## src/rtl/dpram_s2_arbiter_if.sv

```systemverilog
// Requester-side bus of the s2 arbiter: per-requester command fields plus the shared read return.
interface dpram_s2_arbiter_if #(
  parameter int NUM_REQ = 2,
  parameter int ADDR_W  = 2
);
  logic [NUM_REQ-1:0]        req;
  logic [NUM_REQ-1:0]        wr;
  logic [NUM_REQ*ADDR_W-1:0] addr;
  logic [NUM_REQ*32-1:0]     wdata;
  logic [NUM_REQ*4-1:0]      be;
  logic [NUM_REQ-1:0]        ack;
  logic [NUM_REQ-1:0]        rd_valid;
  logic [31:0]               rd_data;

  modport master (output req, wr, addr, wdata, be, input ack, rd_valid, rd_data);
  modport slave  (input req, wr, addr, wdata, be, output ack, rd_valid, rd_data);
endinterface

```

## src/rtl/dpram_s2_arbiter.sv

```systemverilog
// Round-robin arbiter/sequencer for port s2 of the HPS-shared dual-port RAM.
// Zero-fills the RAM after every reset, then serves NUM_REQ fabric requesters with tagged read return.
module dpram_s2_arbiter #(
  parameter int NUM_REQ      = 2,
  parameter int ADDR_W       = 2,
  parameter int READ_LATENCY = 1
) (
  input  logic              clk_clk,
  input  logic              reset_reset,
  dpram_s2_arbiter_if.slave bus,
  output logic              init_done,
  output logic [ADDR_W-1:0] dualport_ram_s2_address,
  output logic              dualport_ram_s2_chipselect,
  output logic              dualport_ram_s2_clken,
  output logic              dualport_ram_s2_write,
  output logic [31:0]       dualport_ram_s2_writedata,
  output logic [3:0]        dualport_ram_s2_byteenable,
  input  logic [31:0]       dualport_ram_s2_readdata
);
  localparam int DATA_W = 32;
  localparam int IDX_W  = (NUM_REQ > 1) ? $clog2(NUM_REQ) : 1;
  localparam logic [ADDR_W:0] FILL_END = {1'b1, {ADDR_W{1'b0}}};

  typedef enum logic {S_INIT, S_RUN} state_t;

  state_t             state_q, state_d;
  logic [ADDR_W:0]    fill_cnt_q, fill_d, fill_inc;
  logic [IDX_W-1:0]   ptr_q, ptr_d, win;
  logic [NUM_REQ-1:0] ack_q, ack_d, elig;
  logic               grant;
  logic               cmd_cs_d, cmd_wr_d;
  logic [ADDR_W-1:0]  cmd_addr_d;
  logic [DATA_W-1:0]  cmd_wdata_d;
  logic [3:0]         cmd_be_d;
  logic               tag_vld_d;
  logic               tag_vld_p [0:READ_LATENCY];
  logic [IDX_W-1:0]   tag_idx_p [0:READ_LATENCY];
  logic [NUM_REQ-1:0] rd_valid_q;
  logic [DATA_W-1:0]  rd_data_q;

  assign dualport_ram_s2_clken = ~reset_reset;
  assign fill_inc     = fill_cnt_q + (ADDR_W+1)'(1);
  assign bus.ack      = ack_q;
  assign bus.rd_valid = rd_valid_q;
  assign bus.rd_data  = rd_data_q;

  // A requester acked this cycle is masked so its held request is not issued twice.
  always_comb begin
    elig  = bus.req & ~ack_q;
    grant = 1'b0;
    win   = '0;
    for (int k = 0; k < NUM_REQ; k++) begin
      int idx;
      idx = int'(ptr_q) + k;
      if (idx >= NUM_REQ) idx = idx - NUM_REQ;
      if (!grant && elig[idx]) begin
        grant = 1'b1;
        win   = IDX_W'(idx);
      end
    end
  end

  always_ff @(posedge clk_clk or posedge reset_reset) begin
    if (reset_reset) state_q <= S_INIT;
    else             state_q <= state_d;
  end

  always_comb begin
    state_d = state_q;
    case (state_q)
      S_INIT: if (fill_inc == FILL_END) state_d = S_RUN;
      S_RUN:  state_d = S_RUN;
    endcase
  end

  always_comb begin
    cmd_cs_d    = 1'b0;
    cmd_wr_d    = 1'b0;
    cmd_addr_d  = dualport_ram_s2_address;
    cmd_wdata_d = dualport_ram_s2_writedata;
    cmd_be_d    = dualport_ram_s2_byteenable;
    ack_d       = '0;
    ptr_d       = ptr_q;
    fill_d      = fill_cnt_q;
    tag_vld_d   = 1'b0;
    case (state_q)
      S_INIT: begin
        cmd_cs_d    = 1'b1;
        cmd_wr_d    = 1'b1;
        cmd_addr_d  = fill_cnt_q[ADDR_W-1:0];
        cmd_wdata_d = '0;
        cmd_be_d    = 4'hF;
        fill_d      = fill_inc;
      end
      S_RUN: begin
        if (grant) begin
          cmd_cs_d    = 1'b1;
          cmd_wr_d    = bus.wr[win];
          cmd_addr_d  = bus.addr[int'(win)*ADDR_W +: ADDR_W];
          cmd_wdata_d = bus.wdata[int'(win)*DATA_W +: DATA_W];
          cmd_be_d    = bus.be[int'(win)*4 +: 4];
          ack_d[win]  = 1'b1;
          ptr_d       = (int'(win) == NUM_REQ-1) ? '0 : win + IDX_W'(1);
          tag_vld_d   = ~bus.wr[win];
        end
      end
    endcase
  end

  // p0: command stage, registered onto s2
  always_ff @(posedge clk_clk or posedge reset_reset) begin
    if (reset_reset) begin
      dualport_ram_s2_chipselect <= 1'b0;
      dualport_ram_s2_write      <= 1'b0;
      dualport_ram_s2_address    <= '0;
      dualport_ram_s2_writedata  <= '0;
      dualport_ram_s2_byteenable <= '0;
      ack_q                      <= '0;
      ptr_q                      <= '0;
      fill_cnt_q                 <= '0;
      init_done                  <= 1'b0;
    end else begin
      dualport_ram_s2_chipselect <= cmd_cs_d;
      dualport_ram_s2_write      <= cmd_wr_d;
      dualport_ram_s2_address    <= cmd_addr_d;
      dualport_ram_s2_writedata  <= cmd_wdata_d;
      dualport_ram_s2_byteenable <= cmd_be_d;
      ack_q                      <= ack_d;
      ptr_q                      <= ptr_d;
      fill_cnt_q                 <= fill_d;
      init_done                  <= (state_q == S_RUN);
    end
  end

  // p1..pREAD_LATENCY: read tag follows the RAM latency
  always_ff @(posedge clk_clk or posedge reset_reset) begin
    if (reset_reset) begin
      for (int s = 0; s <= READ_LATENCY; s++) begin
        tag_vld_p[s] <= 1'b0;
        tag_idx_p[s] <= '0;
      end
    end else begin
      tag_vld_p[0] <= tag_vld_d;
      tag_idx_p[0] <= win;
      for (int s = 1; s <= READ_LATENCY; s++) begin
        tag_vld_p[s] <= tag_vld_p[s-1];
        tag_idx_p[s] <= tag_idx_p[s-1];
      end
    end
  end

  // Return stage: rd_data holds its last value between reads
  always_ff @(posedge clk_clk or posedge reset_reset) begin
    if (reset_reset) begin
      rd_valid_q <= '0;
      rd_data_q  <= '0;
    end else begin
      rd_valid_q <= '0;
      if (tag_vld_p[READ_LATENCY]) begin
        rd_valid_q[tag_idx_p[READ_LATENCY]] <= 1'b1;
        rd_data_q                           <= dualport_ram_s2_readdata;
      end
    end
  end
endmodule

```

## src/flat_wrapper.sv

```systemverilog
// flat-port wrapper written by rule: the top's interface ports become plain ports
module dpram_s2_arbiter_flat 
#(
  parameter int NUM_REQ      = 2,
  parameter int ADDR_W       = 2,
  parameter int READ_LATENCY = 1
)
  (clk_clk, reset_reset, init_done, dualport_ram_s2_address, dualport_ram_s2_chipselect, dualport_ram_s2_clken, dualport_ram_s2_write, dualport_ram_s2_writedata, dualport_ram_s2_byteenable, dualport_ram_s2_readdata, bus_req, bus_wr, bus_addr, bus_wdata, bus_be, bus_ack, bus_rd_valid, bus_rd_data);
  dpram_s2_arbiter_if #(.NUM_REQ(NUM_REQ), .ADDR_W(ADDR_W)) bus_i ();
  input  logic clk_clk;
  input  logic reset_reset;
  output logic init_done;
  output logic [ADDR_W-1:0] dualport_ram_s2_address;
  output logic dualport_ram_s2_chipselect;
  output logic dualport_ram_s2_clken;
  output logic dualport_ram_s2_write;
  output logic [31:0] dualport_ram_s2_writedata;
  output logic [3:0] dualport_ram_s2_byteenable;
  input  logic [31:0] dualport_ram_s2_readdata;
  input wire logic [$bits(bus_i.req)-1:0] bus_req;
  input wire logic [$bits(bus_i.wr)-1:0] bus_wr;
  input wire logic [$bits(bus_i.addr)-1:0] bus_addr;
  input wire logic [$bits(bus_i.wdata)-1:0] bus_wdata;
  input wire logic [$bits(bus_i.be)-1:0] bus_be;
  output wire logic [$bits(bus_i.ack)-1:0] bus_ack;
  output wire logic [$bits(bus_i.rd_valid)-1:0] bus_rd_valid;
  output wire logic [$bits(bus_i.rd_data)-1:0] bus_rd_data;
  assign bus_i.req = bus_req;
  assign bus_i.wr = bus_wr;
  assign bus_i.addr = bus_addr;
  assign bus_i.wdata = bus_wdata;
  assign bus_i.be = bus_be;
  assign bus_ack = bus_i.ack;
  assign bus_rd_valid = bus_i.rd_valid;
  assign bus_rd_data = bus_i.rd_data;
  dpram_s2_arbiter #(.NUM_REQ(NUM_REQ), .ADDR_W(ADDR_W), .READ_LATENCY(READ_LATENCY)) u_core (.clk_clk(clk_clk), .reset_reset(reset_reset), .bus(bus_i), .init_done(init_done), .dualport_ram_s2_address(dualport_ram_s2_address), .dualport_ram_s2_chipselect(dualport_ram_s2_chipselect), .dualport_ram_s2_clken(dualport_ram_s2_clken), .dualport_ram_s2_write(dualport_ram_s2_write), .dualport_ram_s2_writedata(dualport_ram_s2_writedata), .dualport_ram_s2_byteenable(dualport_ram_s2_byteenable), .dualport_ram_s2_readdata(dualport_ram_s2_readdata));
endmodule
```

## config.mk

```make
export PLATFORM = sky130hd
export DESIGN_NAME = dpram_s2_arbiter_flat
export DESIGN_NICKNAME = d
export VERILOG_FILES = /design/src/rtl/dpram_s2_arbiter_if.sv /design/src/rtl/dpram_s2_arbiter.sv /design/src/flat_wrapper.sv
export SDC_FILE = /design/constraint.sdc
export NUM_CORES = 1
export LEC_CHECK = 0
export BUFFER_PORTS_ARGS = -buffer_cell sky130_fd_sc_hd__buf_2
export CELL_PAD_IN_SITES_DETAIL_PLACEMENT = 2
export CELL_PAD_IN_SITES_GLOBAL_PLACEMENT = 2
export CORE_AREA = 2 2 128 130
export DETAILED_ROUTE_END_ITERATION = 10
export DIE_AREA = 0 0 130 132
export GPL_ROUTABILITY_DRIVEN = 0
export PLACE_DENSITY_LB_ADDON = 0.1
export SLEW_MARGIN = 40
export SYNTH_ARGS = -nofsm -noshare
export SYNTH_HDL_FRONTEND = slang
export SYNTH_SLANG_ARGS = --single-unit
```

## constraint.sdc

```tcl
create_clock -name clk_clk -period 2.5 [get_ports clk_clk]
set_clock_uncertainty 0.05 [all_clocks]
set_input_delay 0.375 -clock clk_clk [delete_from_list [all_inputs] [get_ports clk_clk]]
set_output_delay 0.375 -clock clk_clk [all_outputs]
set_load 0.02 [all_outputs]
```

==> metrics.txt, run 1 <==
# TYPE chip_impl_metric gauge
chip_impl_info{name="outcome",value="completed"} 1
chip_impl_info{name="critical-path-top-delay-family",value="simple AND/OR/NAND/NOR gates"} 1
chip_impl_metric{name="swShare",unit="%"} 33.85
chip_impl_metric{name="syn_area",unit="µm²"} 3867
chip_impl_metric{name="max_rail_drop_vdd",unit="V"} 0.0003408
chip_impl_metric{name="timing.slew.headroom",unit="%"} 60.62
chip_impl_metric{name="ys_types",unit=""} 39
chip_impl_metric{name="dieWidth",unit="µm"} 130
chip_impl_metric{name="worst-path-max-fanout",unit=""} 29
chip_impl_metric{name="vias",unit=""} 3341
chip_impl_info{name="worstSetupStartpointType",value="register"} 1
chip_impl_metric{name="period_share",unit="%"} 80.02
chip_impl_metric{name="antenna_violations_before_repair",unit=""} 3
chip_impl_metric{name="router_iterations_before_antenna_repair",unit=""} 4
chip_impl_metric{name="numPortBuffers",unit=""} 191
chip_impl_metric{name="synth_seq_cells",unit=""} 86
chip_impl_metric{name="comb_power_share",unit="%"} 29.6
chip_impl_metric{name="yosysWarningCount",unit=""} 0
chip_impl_metric{name="htreeDepth",unit=""} 3
chip_impl_metric{name="wl_per_cell",unit="µm"} 17.73
chip_impl_metric{name="place_hpwl",unit="µm"} 9106
chip_impl_info{name="hold_path_class",value="in -> async"} 1
chip_impl_metric{name="overflow",unit=""} 0
chip_impl_metric{name="gr-usage-all-layers",unit="%"} 15.22
chip_impl_info{name="ctsRootBufferMaster",value="sky130_fd_sc_hd__clkbuf_16"} 1
chip_impl_metric{name="antenna_violating_nets_remaining",unit=""} 0
chip_impl_info{name="grt_setup_unrepaired",value="no"} 1
chip_impl_info{name="critPathCaptureType",value="register"} 1
chip_impl_metric{name="clock.fmax",unit="MHz"} 499.9
chip_impl_metric{name="cpPeakStageDelay",unit="ps"} 380
chip_impl_metric{name="detail_route.drc_violations",unit=""} 0
chip_impl_metric{name="yosysSeqAreaShare",unit="%"} 55.65
chip_impl_metric{name="sequential_cell_area",unit="µm²"} 2153
chip_impl_metric{name="drt_iter0_drc",unit=""} 115
chip_impl_metric{name="clock-sinks",unit=""} 86
chip_impl_metric{name="power-per-cell-area",unit="nW/µm²"} 855.9
chip_impl_metric{name="synth.avg_cell_area",unit="µm²"} 12.24
chip_impl_metric{name="routed_wl",unit="µm"} 12680
chip_impl_metric{name="ctsHoldBuffers",unit=""} 0
chip_impl_metric{name="dieArea",unit="µm²"} 17160
chip_impl_info{name="critical-path-slowest-cell",value="sky130_fd_sc_hd__nor3_4"} 1
chip_impl_metric{name="cp.buffers_inverters",unit=""} 2
chip_impl_metric{name="layout.core_utilization",unit="%"} 33.94
chip_impl_metric{name="final_layout_size_suffix_gt1_share",unit="%"} 52.30
chip_impl_metric{name="maximum_number_of_pins_on_one_net_before_global_route_repair",unit=""} 87
chip_impl_metric{name="finalSetupTns",unit="ps"} 0
chip_impl_metric{name="clock_path_buffers",unit=""} 2
chip_impl_metric{name="stdcell_area",unit="µm²"} 5333
chip_impl_metric{name="register_share_of_total_power",unit="%"} 39.9
chip_impl_metric{name="p_int",unit="mW"} 3.019
chip_impl_metric{name="die_height",unit="µm"} 132
chip_impl_metric{name="grt_pass1_vias",unit=""} 3858
chip_impl_info{name="tritoncts_clock_tree",value="yes"} 1
chip_impl_info{name="synth_flop_cell",value="sky130_fd_sc_hd__dfrtp_1"} 1
chip_impl_metric{name="cell_count_after_synthesis",unit=""} 316
chip_impl_metric{name="synth_enable_flop_cells",unit=""} 0
chip_impl_metric{name="crit_required",unit="ps"} 2700
chip_impl_metric{name="initial_utilization",unit="%"} 24.61
chip_impl_metric{name="diodes",unit=""} 0
chip_impl_metric{name="cts_made_buffers",unit=""} 9
chip_impl_metric{name="fill_count",unit=""} 1738
chip_impl_metric{name="critPathArrivalTime",unit="ps"} 2200
chip_impl_metric{name="grt_first_pass_wirelength",unit="µm"} 20340
chip_impl_metric{name="final-max-slew-violation-count",unit=""} 0
chip_impl_metric{name="maxCapViolCount",unit=""} 0
chip_impl_metric{name="area_used_by_multi_input_combinational_logic",unit="µm²"} 1445
chip_impl_metric{name="worstSkewPairLatency",unit="ps"} 340
chip_impl_metric{name="io_pins",unit=""} 192
chip_impl_info{name="worstSetupPathType",value="reg -> reg"} 1
chip_impl_metric{name="detailed_place.area",unit="µm²"} 5026
chip_impl_metric{name="tightest_slew",unit="ps"} 589.9
chip_impl_info{name="layout_common_cells",value="191 x sky130_fd_sc_hd__buf_2, 85 x sky130_fd_sc_hd__dfrtp_1, 33 x sky130_fd_sc_hd__mux2_2, 25 x sky130_fd_sc_hd__inv_1, 25 x sky130_fd_sc_hd__nand4_1"} 1
chip_impl_metric{name="cts_resized",unit=""} 0
chip_impl_metric{name="final_report_hold_violation_count",unit=""} 0
chip_impl_metric{name="syn_to_final_growth",unit="%"} 37.88
chip_impl_metric{name="power_switching",unit="mW"} 1.545
chip_impl_metric{name="total_number_of_placement_rows",unit=""} 46
chip_impl_metric{name="cellLeakagePower",unit="nW"} 2.551
chip_impl_metric{name="core_region_area",unit="µm²"} 15710
chip_impl_info{name="crit_path_cell_trace",value="and2b_2 > buf_4 > nor3_4 > inv_2 > o221ai_1"} 1
chip_impl_info{name="most_frequent_standard_cell_in_the_layout_excluding_fill_and_tap_cells",value="sky130_fd_sc_hd__buf_2"} 1
chip_impl_metric{name="route.detailed.vias_per_inst",unit=""} 4.673
chip_impl_metric{name="design_power_total",unit="mW"} 4.564
chip_impl_metric{name="clkTransAtPathRegs",unit="ps"} 70
chip_impl_metric{name="final_net_count",unit=""} 610
chip_impl_metric{name="fin_worst_hold_slack",unit="ps"} 76.81
chip_impl_metric{name="mappedNetlistNets",unit=""} 432
chip_impl_metric{name="period_minus_slack",unit="ps"} 2000
chip_impl_metric{name="proportion_of_register_bits_with_asynchronous_set_or_reset_after_synthesis",unit="%"} 100.0
chip_impl_metric{name="cts_post_setup_buffers_inserted",unit=""} 0
chip_impl_metric{name="clock_power_share",unit="%"} 30.5
chip_impl_metric{name="final_setup_viols",unit=""} 0
tightest hold or removal path, cell delays in order:
cell	delay [ps]
sky130_fd_sc_hd__buf_2	110
sky130_fd_sc_hd__clkinvlp_4	80
sky130_fd_sc_hd__buf_12	330
synth_stat cells, types with 2 or more instances:
library cell / n / share of area (%)
sky130_fd_sc_hd__and3_1: 5 / 0.81
sky130_fd_sc_hd__o221ai_1: 24 / 5.4
sky130_fd_sc_hd__o211ai_1: 24 / 4.7
sky130_fd_sc_hd__inv_2: 2 / 0.19
sky130_fd_sc_hd__xnor2_1: 2 / 0.45
sky130_fd_sc_hd__a21boi_0: 5 / 0.97
sky130_fd_sc_hd__nand4_1: 25 / 4.0
sky130_fd_sc_hd__a41oi_1: 2 / 0.45
sky130_fd_sc_hd__inv_1: 26 / 2.5
sky130_fd_sc_hd__o32a_1: 4 / 1.0
sky130_fd_sc_hd__buf_2: 13 / 1.7
sky130_fd_sc_hd__buf_6: 2 / 0.58
sky130_fd_sc_hd__nand2b_1: 2 / 0.32
sky130_fd_sc_hd__mux2_2: 33 / 9.6
sky130_fd_sc_hd__dfrtp_1: 86 / 56
sky130_fd_sc_hd__ha_1: 2 / 0.65
sky130_fd_sc_hd__nand3_1: 2 / 0.26
sky130_fd_sc_hd__a221o_1: 8 / 2.1
sky130_fd_sc_hd__nor2b_1: 3 / 0.49
sky130_fd_sc_hd__and4_1: 8 / 1.8
sky130_fd_sc_hd__clkbuf_1: 16 / 1.6
sky130_fd_sc_hd__nand2_1: 4 / 0.39
sky130_fd_sc_hd__and2_1: 2 / 0.32
per-stage QoR:
stage / instances / worst slack, ps
after floorplan: 316 / 570.4
after global placement: 699 / 368.0
after detailed placement: 699 / 331.0
after CTS: 715 / 439.1
after global routing: 715 / 345.8
final: 715 / 499.6
power by group through the flow:
| stage | clock network [mW] | registers [mW] | logic (mW) |
|---|---|---|---|
| after floorplan | 0 | 2.18 | 0.507 |
| after global placement | 0 | 1.84 | 1.36 |
| after detailed placement | 0 | 1.85 | 1.38 |
| after CTS | 1.45 | 1.83 | 1.38 |
| after global routing | 1.51 | 1.86 | 1.48 |
| final | 1.39 | 1.82 | 1.35 |
final timing paths:
check | slack, ps | cells past startpoint | end | start
max | 500 | 5 | u_core.dualport_ram_s2_writedata[20] | u_core.bus.ack[1]
min | 80 | 3 | u_core.bus.rd_data[23] | reset_reset
max reg2reg | 500 | 5 | u_core.dualport_ram_s2_writedata[20] | u_core.bus.ack[1]
min reg2reg | 300 | 0 | u_core.tag_vld_p[0] | u_core.tag_vld_p[1]
max in group asynchronous | 1850 | 3 | u_core.state_q | reset_reset
min in group clk_clk | 210 | 2 | u_core.dualport_ram_s2_writedata[4] | bus_wdata[4]
registers in the layout, summed over array words and instances (netlist names):
name,cells
u_core.bus.ack,2
u_core.dualport_ram_s2_writedata,32
u_core.init_done,1
u_core.ptr_q,1
u_core.dualport_ram_s2_chipselect,1
u_core.fill_cnt_q,3
u_core.dualport_ram_s2_address,2
u_core.tag_vld_p,2
u_core.dualport_ram_s2_write,1
u_core.state_q,1
u_core.bus.rd_data,32
u_core.tag_idx_p,2
u_core.dualport_ram_s2_byteenable,4
u_core.bus.rd_valid,2
area by class of cell:
| type | instances | share of cell area (%) |
|---|---|---|
| flip-flops and latches | 86 | 40.38 |
| multi-input cells | 169 | 27.10 |
| repair buffers | 200 | 19.66 |
| well taps | 216 | 5.068 |
| clock buffers | 10 | 4.481 |
| inverters | 28 | 2.041 |
| clock inverters | 6 | 1.267 |
per-layer routing:
metal / global-route usage (%) / up-vias / share of wire (%)
li1: - / 1547 / -
met1: 19.09 / 1648 / 44
met2: 25.31 / 134 / 48
met3: 3.896 / 12 / 7.0
met4: 5.197 / 0 / 1.4
met5: 0 / - / 0
logic make-up (layout without fill, tap and decap cells):
family,count (synthesis),after routing,synth area share (%)
adder cells (fa/ha/maj),2,2,0.6469
AND/OR/NAND/NOR,57,57,9.964
buffers and inverters,61,244,7.117
XOR/XNOR,3,3,0.6795
AO/OA/AOI/OAI,74,74,16.34
flip-flops,86,86,55.65
multiplexers,33,33,9.609
(Power assumes the default switching activity.)
==> run 2: changes to the inputs <==
- CORE_AREA: 2 2 128 130 -> 2 2 121 123
- DIE_AREA: 0 0 130 132 -> 0 0 123 125
- clock period: 2.5 -> 1.9 ns (I/O delays scaled with it)
==> run 2 against run 1 <==
Against the previous run: setup slack lost 420 ps; total power is 36% higher; combinational power up 33%; clock power increased by 47%; cell area up 0.66%; first-iteration DRC count increased by 12%; fmax rose by 10%; flip-flop and latch count is the same; critical path type unchanged.
==> metrics.txt, run 2 (synthesis gave the netlist of run 1 again) <==
# TYPE chip_impl_metric gauge
chip_impl_metric{name="cpPeakStageDelay",unit="ps"} 600
chip_impl_info{name="tritoncts_clock_tree",value="yes"} 1
chip_impl_metric{name="syn_to_final_growth",unit="%"} 38.79
chip_impl_metric{name="register_share_of_total_power",unit="%"} 38.5
chip_impl_metric{name="final_report_hold_violation_count",unit=""} 0
chip_impl_metric{name="critPathArrivalTime",unit="ps"} 2010
chip_impl_metric{name="finalSetupTns",unit="ps"} 0
chip_impl_metric{name="grt_first_pass_wirelength",unit="µm"} 19510
chip_impl_metric{name="final_setup_viols",unit=""} 0
chip_impl_metric{name="router_iterations_before_antenna_repair",unit=""} 4
chip_impl_metric{name="drt_iter0_drc",unit=""} 129
chip_impl_metric{name="cellLeakagePower",unit="nW"} 2.588
chip_impl_metric{name="dieArea",unit="µm²"} 15380
chip_impl_metric{name="power-per-cell-area",unit="nW/µm²"} 1159
chip_impl_info{name="hold_path_class",value="in -> async"} 1
chip_impl_metric{name="clock.fmax",unit="MHz"} 550.8
chip_impl_info{name="most_frequent_standard_cell_in_the_layout_excluding_fill_and_tap_cells",value="sky130_fd_sc_hd__buf_2"} 1
chip_impl_info{name="critical-path-slowest-cell",value="sky130_fd_sc_hd__or3b_4"} 1
chip_impl_metric{name="total_number_of_placement_rows",unit=""} 44
chip_impl_metric{name="final-max-slew-violation-count",unit=""} 0
chip_impl_metric{name="maxCapViolCount",unit=""} 0
chip_impl_info{name="ctsRootBufferMaster",value="sky130_fd_sc_hd__clkbuf_16"} 1
chip_impl_metric{name="final_layout_size_suffix_gt1_share",unit="%"} 52.30
chip_impl_metric{name="grtUsageMet3",unit="%"} 3.878
chip_impl_metric{name="final_net_count",unit=""} 613
chip_impl_metric{name="maximum_number_of_pins_on_one_net_before_global_route_repair",unit=""} 87
chip_impl_metric{name="cp.buffers_inverters",unit=""} 1
chip_impl_metric{name="clkTransAtPathRegs",unit="ps"} 60
chip_impl_metric{name="dieWidth",unit="µm"} 123
chip_impl_metric{name="ctsHoldBuffers",unit=""} 0
chip_impl_info{name="grt_setup_unrepaired",value="no"} 1
chip_impl_metric{name="clock_path_buffers",unit=""} 2
chip_impl_metric{name="route.detailed.vias_per_inst",unit=""} 4.926
chip_impl_metric{name="place_hpwl",unit="µm"} 8660
chip_impl_metric{name="worst-path-max-fanout",unit=""} 33
chip_impl_metric{name="p_int",unit="mW"} 4.241
chip_impl_info{name="outcome",value="completed"} 1
chip_impl_metric{name="vias",unit=""} 3379
chip_impl_metric{name="antenna_violations_before_repair",unit=""} 1
chip_impl_metric{name="tightest_slew",unit="ps"} 634.0
chip_impl_metric{name="max_rail_drop_vdd",unit="V"} 0.0004697
chip_impl_metric{name="cts_post_setup_buffers_inserted",unit=""} 0
chip_impl_metric{name="cts_resized",unit=""} 0
chip_impl_metric{name="power_switching",unit="mW"} 1.981
chip_impl_metric{name="overflow",unit=""} 0
chip_impl_metric{name="core_region_area",unit="µm²"} 14200
chip_impl_metric{name="gr-usage-all-layers",unit="%"} 16.26
chip_impl_metric{name="io_pins",unit=""} 192
chip_impl_metric{name="period_minus_slack",unit="ps"} 1816
chip_impl_info{name="layout_common_cells",value="191 x sky130_fd_sc_hd__buf_2, 85 x sky130_fd_sc_hd__dfrtp_1, 33 x sky130_fd_sc_hd__mux2_2, 25 x sky130_fd_sc_hd__inv_1, 25 x sky130_fd_sc_hd__nand4_1"} 1
chip_impl_info{name="worstSetupStartpointType",value="register"} 1
chip_impl_metric{name="clock_power_share",unit="%"} 32.8
chip_impl_metric{name="period_share",unit="%"} 95.56
chip_impl_metric{name="antenna_violating_nets_remaining",unit=""} 0
chip_impl_metric{name="globalRouteMet2Util",unit="%"} 27.23
chip_impl_info{name="critical-path-top-delay-family",value="simple AND/OR/NAND/NOR gates"} 1
chip_impl_info{name="crit_path_cell_trace",value="or3b_4 > and2_1 > buf_12 > o221ai_1"} 1
chip_impl_metric{name="routed_wl",unit="µm"} 12410
chip_impl_info{name="grt.busiest_layer",value="met2"} 1
chip_impl_metric{name="gr-usage-met1",unit="%"} 20.30
chip_impl_metric{name="initial_utilization",unit="%"} 27.23
chip_impl_metric{name="htreeDepth",unit=""} 3
chip_impl_metric{name="design_power_total",unit="mW"} 6.222
chip_impl_metric{name="comb_power_share",unit="%"} 28.7
chip_impl_metric{name="crit_required",unit="ps"} 2090
chip_impl_metric{name="timing.slew.headroom",unit="%"} 57.45
chip_impl_metric{name="swShare",unit="%"} 31.84
chip_impl_info{name="worstSetupPathType",value="reg -> reg"} 1
chip_impl_metric{name="worstSkewPairLatency",unit="ps"} 330
chip_impl_metric{name="die_height",unit="µm"} 125
chip_impl_metric{name="grt_pass1_vias",unit=""} 3750
chip_impl_metric{name="clock-sinks",unit=""} 86
chip_impl_info{name="critPathCaptureType",value="register"} 1
chip_impl_metric{name="detail_route.drc_violations",unit=""} 0
chip_impl_metric{name="layout.core_utilization",unit="%"} 37.79
chip_impl_metric{name="numPortBuffers",unit=""} 191
chip_impl_metric{name="wl_per_cell",unit="µm"} 18.08
chip_impl_metric{name="cts_made_buffers",unit=""} 9
## run 2: cell types whose count changed in the layout (fill, tap and decap cells not counted)
cell                         change
sky130_fd_sc_hd__buf_4           +2
sky130_fd_sc_hd__bufinv_16       +2
sky130_fd_sc_hd__diode_2         +1
sky130_fd_sc_hd__inv_6           -1
sky130_fd_sc_hd__clkinv_2        -1
sky130_fd_sc_hd__buf_12          +1
sky130_fd_sc_hd__and2_2          -1
sky130_fd_sc_hd__and2_1          +1
sky130_fd_sc_hd__clkinvlp_4      -1
## run 2: worst min-delay path, stage by stage
cell and delay (ps):
sky130_fd_sc_hd__buf_2 110, sky130_fd_sc_hd__clkinvlp_4 80, sky130_fd_sc_hd__buf_12 380
## run 2: through the flow
| stage | setup WS (ps) | std cells | instance area (µm²) | hold slack, ps |
|---|---|---|---|---|
| final | 84.31 | 686 | 5368 | 46.65 |
| after floorplan | 150.4 | 316 | 3871 | 281.2 |
| after CTS | 86.75 | 685 | 5365 | 62.22 |
| after detailed placement | 92.80 | 670 | 5020 | 285.8 |
| after global placement | 167.1 | 670 | 5020 | 282.4 |
| after global routing | 7.993 | 686 | 5368 | 89.70 |
## run 2: cell type report
| class | instances | area [µm²] |
|---|---|---|
| inverter | 28 | 108.9 |
| multi-input combinational | 169 | 1444 |
| fill | 1545 | 8836 |
| antenna | 1 | 2.502 |
| timing repair buffer | 203 | 1084 |
| clock inverter | 5 | 106.4 |
| clock buffer | 10 | 239.0 |
| tap | 184 | 230.2 |
| sequential | 86 | 2153 |
## run 2: worst paths after layout
check                                                 start  cells after the start                                  end  slack, ps
worst max-delay path                           u_core.ptr_q                      4  u_core.dualport_ram_s2_writedata[8]         80
worst min-delay path                            reset_reset                      3                u_core.bus.rd_data[7]         50
worst max register to register                 u_core.ptr_q                      4  u_core.dualport_ram_s2_writedata[8]         80
worst min register to register          u_core.tag_idx_p[1]                      0                  u_core.tag_idx_p[0]        300
max in group asynchronous                       reset_reset                      3                       u_core.state_q       1390
min in group clk_clk            dualport_ram_s2_readdata[5]                      2                u_core.bus.rd_data[5]        130
## run 2: metal layers
layer	vias up	part of all wire, %
met4	0	1.7
met1	1685	43
met2	123	48
met3	14	7.4
li1	1557	-
met5	-	0
## run 2: power by group through the flow
stage	logic (mW)	clock network, mW	registers [mW]
after floorplan	0.667	0	2.87
after CTS	1.82	2.12	2.41
after global routing	1.94	2.19	2.45
final	1.79	2.04	2.40
after detailed placement	1.82	0	2.44
after global placement	1.79	0	2.41
